==> src/rtl/int_to_float.sv <==
// Sequential 12-bit unsigned integer to {exp[2:0], mant[4:0]} float encoder.
// Normalises with one right shift per cycle, truncating, with valid/ready on both sides.
module int_to_float (
   input  logic        clk,
   input  logic        rst_n,
   input  logic        in_valid,
   input  logic [11:0] in_data,
   output logic        in_ready,
   output logic        out_valid,
   input  logic        out_ready,
   output logic [7:0]  result,
   output logic        inexact
);

   typedef enum logic [1:0] {IDLE, SHIFT, DONE} state_t;

   state_t      state, state_nxt;
   logic [11:0] sh, sh_nxt;
   logic [2:0]  exp, exp_nxt;
   logic        sticky, sticky_nxt;
   logic [7:0]  result_nxt;
   logic        inexact_nxt;
   logic        fits;

   // Value fits the 5-bit mantissa once nothing remains above bit 4.
   assign fits      = (sh[11:5] == 7'd0);
   assign in_ready  = (state == IDLE) && rst_n;
   assign out_valid = (state == DONE);

   always_ff @(posedge clk) begin
      if (!rst_n) begin
         state   <= IDLE;
         sh      <= '0;
         exp     <= '0;
         sticky  <= 1'b0;
         result  <= '0;
         inexact <= 1'b0;
      end else begin
         state   <= state_nxt;
         sh      <= sh_nxt;
         exp     <= exp_nxt;
         sticky  <= sticky_nxt;
         result  <= result_nxt;
         inexact <= inexact_nxt;
      end
   end

   always_comb begin
      state_nxt   = state;
      sh_nxt      = sh;
      exp_nxt     = exp;
      sticky_nxt  = sticky;
      result_nxt  = result;
      inexact_nxt = inexact;
      case (state)
         IDLE: begin
            if (in_valid) begin
               sh_nxt     = in_data;
               exp_nxt    = 3'd0;
               sticky_nxt = 1'b0;
               state_nxt  = SHIFT;
            end
         end
         SHIFT: begin
            if (fits) begin
               result_nxt  = {exp, sh[4:0]};
               inexact_nxt = sticky;
               state_nxt   = DONE;
            end else begin
               sh_nxt     = sh >> 1;
               sticky_nxt = sticky | sh[0];
               exp_nxt    = exp + 3'd1;
            end
         end
         DONE: begin
            if (out_ready) state_nxt = IDLE;
         end
         default: state_nxt = IDLE;
      endcase
   end

   // A 12-bit input needs at most 7 shifts, so the exponent cannot wrap.
   a_exp_no_wrap: assert property (@(posedge clk) disable iff (!rst_n)
      (state == SHIFT && !fits) |-> (exp != 3'd7));

endmodule

==> config.mk <==
export PLATFORM = sky130hd
export DESIGN_NAME = int_to_float
export DESIGN_NICKNAME = d
export VERILOG_FILES = /design/src/rtl/int_to_float.sv
export SDC_FILE = /design/constraint.sdc
export NUM_CORES = 1
export LEC_CHECK = 0
export BUFFER_PORTS_ARGS = -buffer_cell sky130_fd_sc_hd__buf_2
export CAP_MARGIN = 20
export CORE_MARGIN = 2
export CORE_UTILIZATION = 35
export CTS_CLUSTER_DIAMETER = 120
export DETAILED_ROUTE_END_ITERATION = 7
export GPL_TIMING_DRIVEN = 0
export HOLD_SLACK_MARGIN = 0.15
export SYNTH_ARGS = -nofsm -noshare
export SYNTH_HDL_FRONTEND = slang
export SYNTH_SLANG_ARGS = --single-unit
==> constraint.sdc <==
create_clock -name clk -period 1.9 [get_ports clk]
set_input_delay 0.285 -clock clk [delete_from_list [all_inputs] [get_ports clk]]
set_output_delay 0.285 -clock clk [all_outputs]
set_load 0.02 [all_outputs]
; Yosys cells after proc, flatten, opt, wreduce, memory -nomap -nowiden
; Index checks and enable logic that the tools add are counted.
[classes]
add_sub_neg = 1
n_eq_ne = 6
muxes = 13
n_bitwise = 1
reduce_logical = 7
[ops]
columns = op, n
row1 = 12-bit two-way mux, 2
row2 = 12-bit case mux with 2 select lines, 1
row3 = 7-bit logical NOT, 1
row4 = 2-bit two-way mux, 3
row5 = 3-bit two-way mux, 2
row6 = "2-bit != test, second input constant", 3
row7 = 2-bit case mux with 3 select lines, 1
row8 = 3-bit case mux with 2 select lines, 1
row9 = 3-bit AND reduction, 2
row10 = "3-bit by 1-bit adder with 3-bit output, second input constant", 1
row11 = "2-bit by 1-bit == test with 1-bit output, second input constant", 1
row12 = "2-bit == test, second input constant", 1
row13 = 2-bit logical NOT, 1
row14 = 1-bit two-way mux, 2
row15 = "2-bit by 1-bit != test with 1-bit output, second input constant", 1
row16 = 1-bit case mux with 2 select lines, 1
row17 = 2-bit AND reduction, 1
row18 = 2-bit nonzero test, 1
row19 = 1-bit logical AND, 1
row20 = 1-bit bitwise OR, 1
[totals]
register_bits = 27
input_bits = 16
out_inout_bits = 11
word_cells = 34

; Logic depth before layout (Yosys ltp)
[logic_depth]
word_depth = 3
ltp_mapped = 5

; Worst setup path before layout
; No wires, ideal clock.
[synth_timing]
path_type = input -> output
from = input port rst_n
to = output port in_ready
arrival_time_ns = 1.282
setup_slack_ns = 0.333
cell_stages = 4
path_buffers = 2
path_cell_list = clkbuf_1 -> inv_1 -> buf_1 -> nor3_1
[synth_via]
elab_chain_len = 1
[synth_rtl]
columns = element, line_no
row1 = start: declaration, 5  ; input logic rst_n,
row2 = 1-bit logical AND, 27  ; assign in_ready = (state == IDLE) && rst_n;
row3 = end: declaration, 8  ; output logic in_ready,
; No other way between the ends.

; Worst setup path after layout
[layout_timing]
from = register state[0]
to = register sh[9]
[layout_via]
elab_chain_len = 3
[layout_rtl]
columns = element, line_no
row1 = start: declaration, 17  ; state_t state, state_nxt;
row2 = start signal: assignment, 39  ; state <= state_nxt;
row3 = 2-bit by 1-bit == test with 1-bit output / 2-bit logical NOT (equally long branches), 55  ; case (state)
row4 = 2-bit != test (no source line) / 2-bit nonzero test (equally long branches), --
row5 = 3-bit AND reduction (no source line), --
row6 = end signal: assignment, 40  ; sh <= sh_nxt;
row7 = end: declaration, 18  ; logic [11:0] sh, sh_nxt;
; Parallel ways exist; a longest one is shown, timed or not.
; A chain may end at the register's enable or synchronous reset.

==> qor.yml <==
viasPerCell: 4.95
ir_drop_mv: 0.568
min_path_type: "in2reg"
grt_pass1_wl_um: 4420
synth_nets: 156
die_height_um: 61.8
netlist_area_mm2: 0.00117
clk-insertion-delay-late_ns: 0.33
ys_seq_area_share_pct: 46.3
synth_cells: 139
slew_violations: 0
slew-limit-headroom_pct: 64.0
cap_violations: 0
ios: 27
register_area_um2: 541
nFillCells: 355
grt_pass1_vias: 962
wl_um: 2600
p_clk_share_pct: 20.1
crit_slowest_cell: "a311oi_4"
core_area_mm2: 0.00310
synth_seq_cells: 27
cp.arrival_ns: 1.92
cts.sinks: 27
startpoint: "state[0]"
die_x_um: 61.8
cts_hold_buf: 0
antenna_found_initial: 0
cts_tree: "done"
yosysTopAreaCellShare_pct: 46.3
dp_cells: 208
cts.reportedPaths.clkPinSlew_ns: 0.14
path_class: "reg2reg"
p_leak_nw: 0.555
critPathMaxStageDelay_ns: 0.52
avgRoutedWirePerCell_um: 12.3
drc_errors: 2
fmax_ghz: 0.586
htreeDepth: 1
yosysUniqueCellTypes: 25
period_needed_ns: 1.71
p_seq_share_pct: 54.9
crit_chain: "nor2_2 -> a311oi_4 -> buf_2 -> a311oi_2"
internal-power_mw: 0.829
setup_tns_ns: 0
ant_nets: 0
clockBufferDepth: 2
avgSynthCellArea_um2: 8.40
grt_overflow_total: 0
drtPass1Iterations: 6
drt_iter0_markers: 39
cp-end-kind: "flip-flop"
cp_max_fo: 10
multi_input_area_um2: 587
cts_inserted_buffers: 3
switchingPower_mw: 0.411
finalCritPeriodShare_pct: 89.8
grt.total_usage_pct: 15.8
gp_congestion: 0.774
row_count: 20
layoutNonFillerInstCount: 212
hpwlAfterDp_um: 1940
setup_violations: 0
yosysWarnings: 0
fin_worst_skew_ns: 0.00519
switching_share_pct: 33.1
grt_max_degree: 15
yosys-top-cells-area: "dfxtp_1 (46%), nand2_1 (12%), a311oi_1 (6.0%)"
die_area_mm2: 0.00381
post-cts-setup-buffers: 0
violations: "DRC"
synth_top_cell_by_area: "dfxtp_1"
drive_gt1_share_pct: 25.6
port-buffer-count: 25
status: "complete, but fails checks"
area_delta_synth_final_pct: 18.3
pwr-share-comb_pct: 25.0
hp-start: "in_data[5]"
initial_core_util_pct: 37.6
hold_viol_final: 0
insertedDiodeCount: 0
reg2reg_from: "state[0]"
p_total_mw: 1.24
root_buffer: "clkbuf_4"
rsz0062_at_grt: "no"
critPathLaunchType: "flip-flop"
fin_nets: 186
powerDensity_mw_per_mm2: 897
hold_ws_ns: 0.201
required_ns: 2.11
tightest_slew_ns: 0.540
vias: 1049
cell usage in the layout (no fill, tap or decap), drive strengths merged, types with 3 or more instances in the layout:
master  netlist  routed
nor3          4       4
a311oi       12      12
buf           4      29
nand2        38      38
o21ai        10      10
dfxtp        27      27
nor2         14      14
clkbuf        5       9
nand3        10      10
o22ai         3       3
worst paths after layout:
kind	end	slack [ns]	depth (start not counted)
max	sh[9]	0.19	4
min reg2reg	result[5]	0.47	2
min	sh[5]	0.20	3
max reg2reg	sh[9]	0.19	4
power groups by stage:
stage	Sequential (mW)	Combinational, mW	Clock (mW)
6_report	0.681	0.310	0.249
5_1_grt	0.689	0.348	0.285
4_1_cts	0.678	0.313	0.254
3_5_place_dp	0.691	0.312	0
3_3_place_gp	0.689	0.305	0
2_1_floorplan	0.685	0.231	0
logic make-up (layout without fill, tap and decap cells):
group	after synthesis	count (layout)	synth area share (%)
and+or+nand+nor	73	73	29.2
AOI/OAI and AO/OA	28	28	19.4
DFF	27	27	46.3
buffers and inverters	10	39	4.07
adders and majority gates	1	1	1.07
timing repair:
action,4_1_cts,5_1_grt
resized for setup,0,2
endpoints found under the setup margin,0,6
hold endpoints to repair,0,0
cells in the mapped netlist:
library cell	n
nor2_1	10
inv_1	1
o22ai_1	3
a311oi_4	1
buf_2	2
nor2_2	4
a311oi_1	8
nand3_2	1
nor3_1	4
nor2b_1	2
ha_1	1
o21ai_0	10
a31oi_1	1
dfxtp_1	27
buf_6	1
nand2_1	38
clkbuf_1	5
or2b_1	1
and2_1	1
nor4_4	1
nand3_1	9
buf_1	1
a21oi_1	2
nand2b_1	2
a311oi_2	3
through the flow:
stage | util, % | instance area [um2] | setup WS, ns
2_1_floorplan | - | 1170 | 0.333
3_3_place_gp | 43.4 | 1350 | 0.209
3_5_place_dp | 43.4 | 1350 | 0.153
4_1_cts | 44.3 | 1370 | 0.121
5_1_grt | 44.5 | 1380 | 0.0323
6_report | 44.5 | 1380 | 0.195
critical path, delay by kind of cell (launching register included):
kind	cells	cell delay [ns]
AO/OA/AOI/OAI	2	0.65
buffers and inverters	1	0.34
flip-flops	1	0.51
AND/OR/NAND/NOR	1	0.09
area by class of cell:
class / instances / share of cell area (%)
timing repair buffer: 25 / 9.06
buffer: 9 / 3.17
multi-input combinational: 102 / 42.5
clock buffer: 4 / 1.90
sequential: 27 / 39.1
inverter: 1 / 0.272
tap: 44 / 3.99
flip-flops by register name, summed over array words and instances (netlist names):
name / flops
inexact: 1
result: 8
state: 2
exp: 3
sticky: 1
sh: 12
per-layer routing:
layer  wire length, um  track usage (%)
met1              1230             20.1
met2              1250             26.8
met3               104             4.97
met4                14             2.74
met5                 0                0
Note: power is estimated with default switching activity, not from simulation.
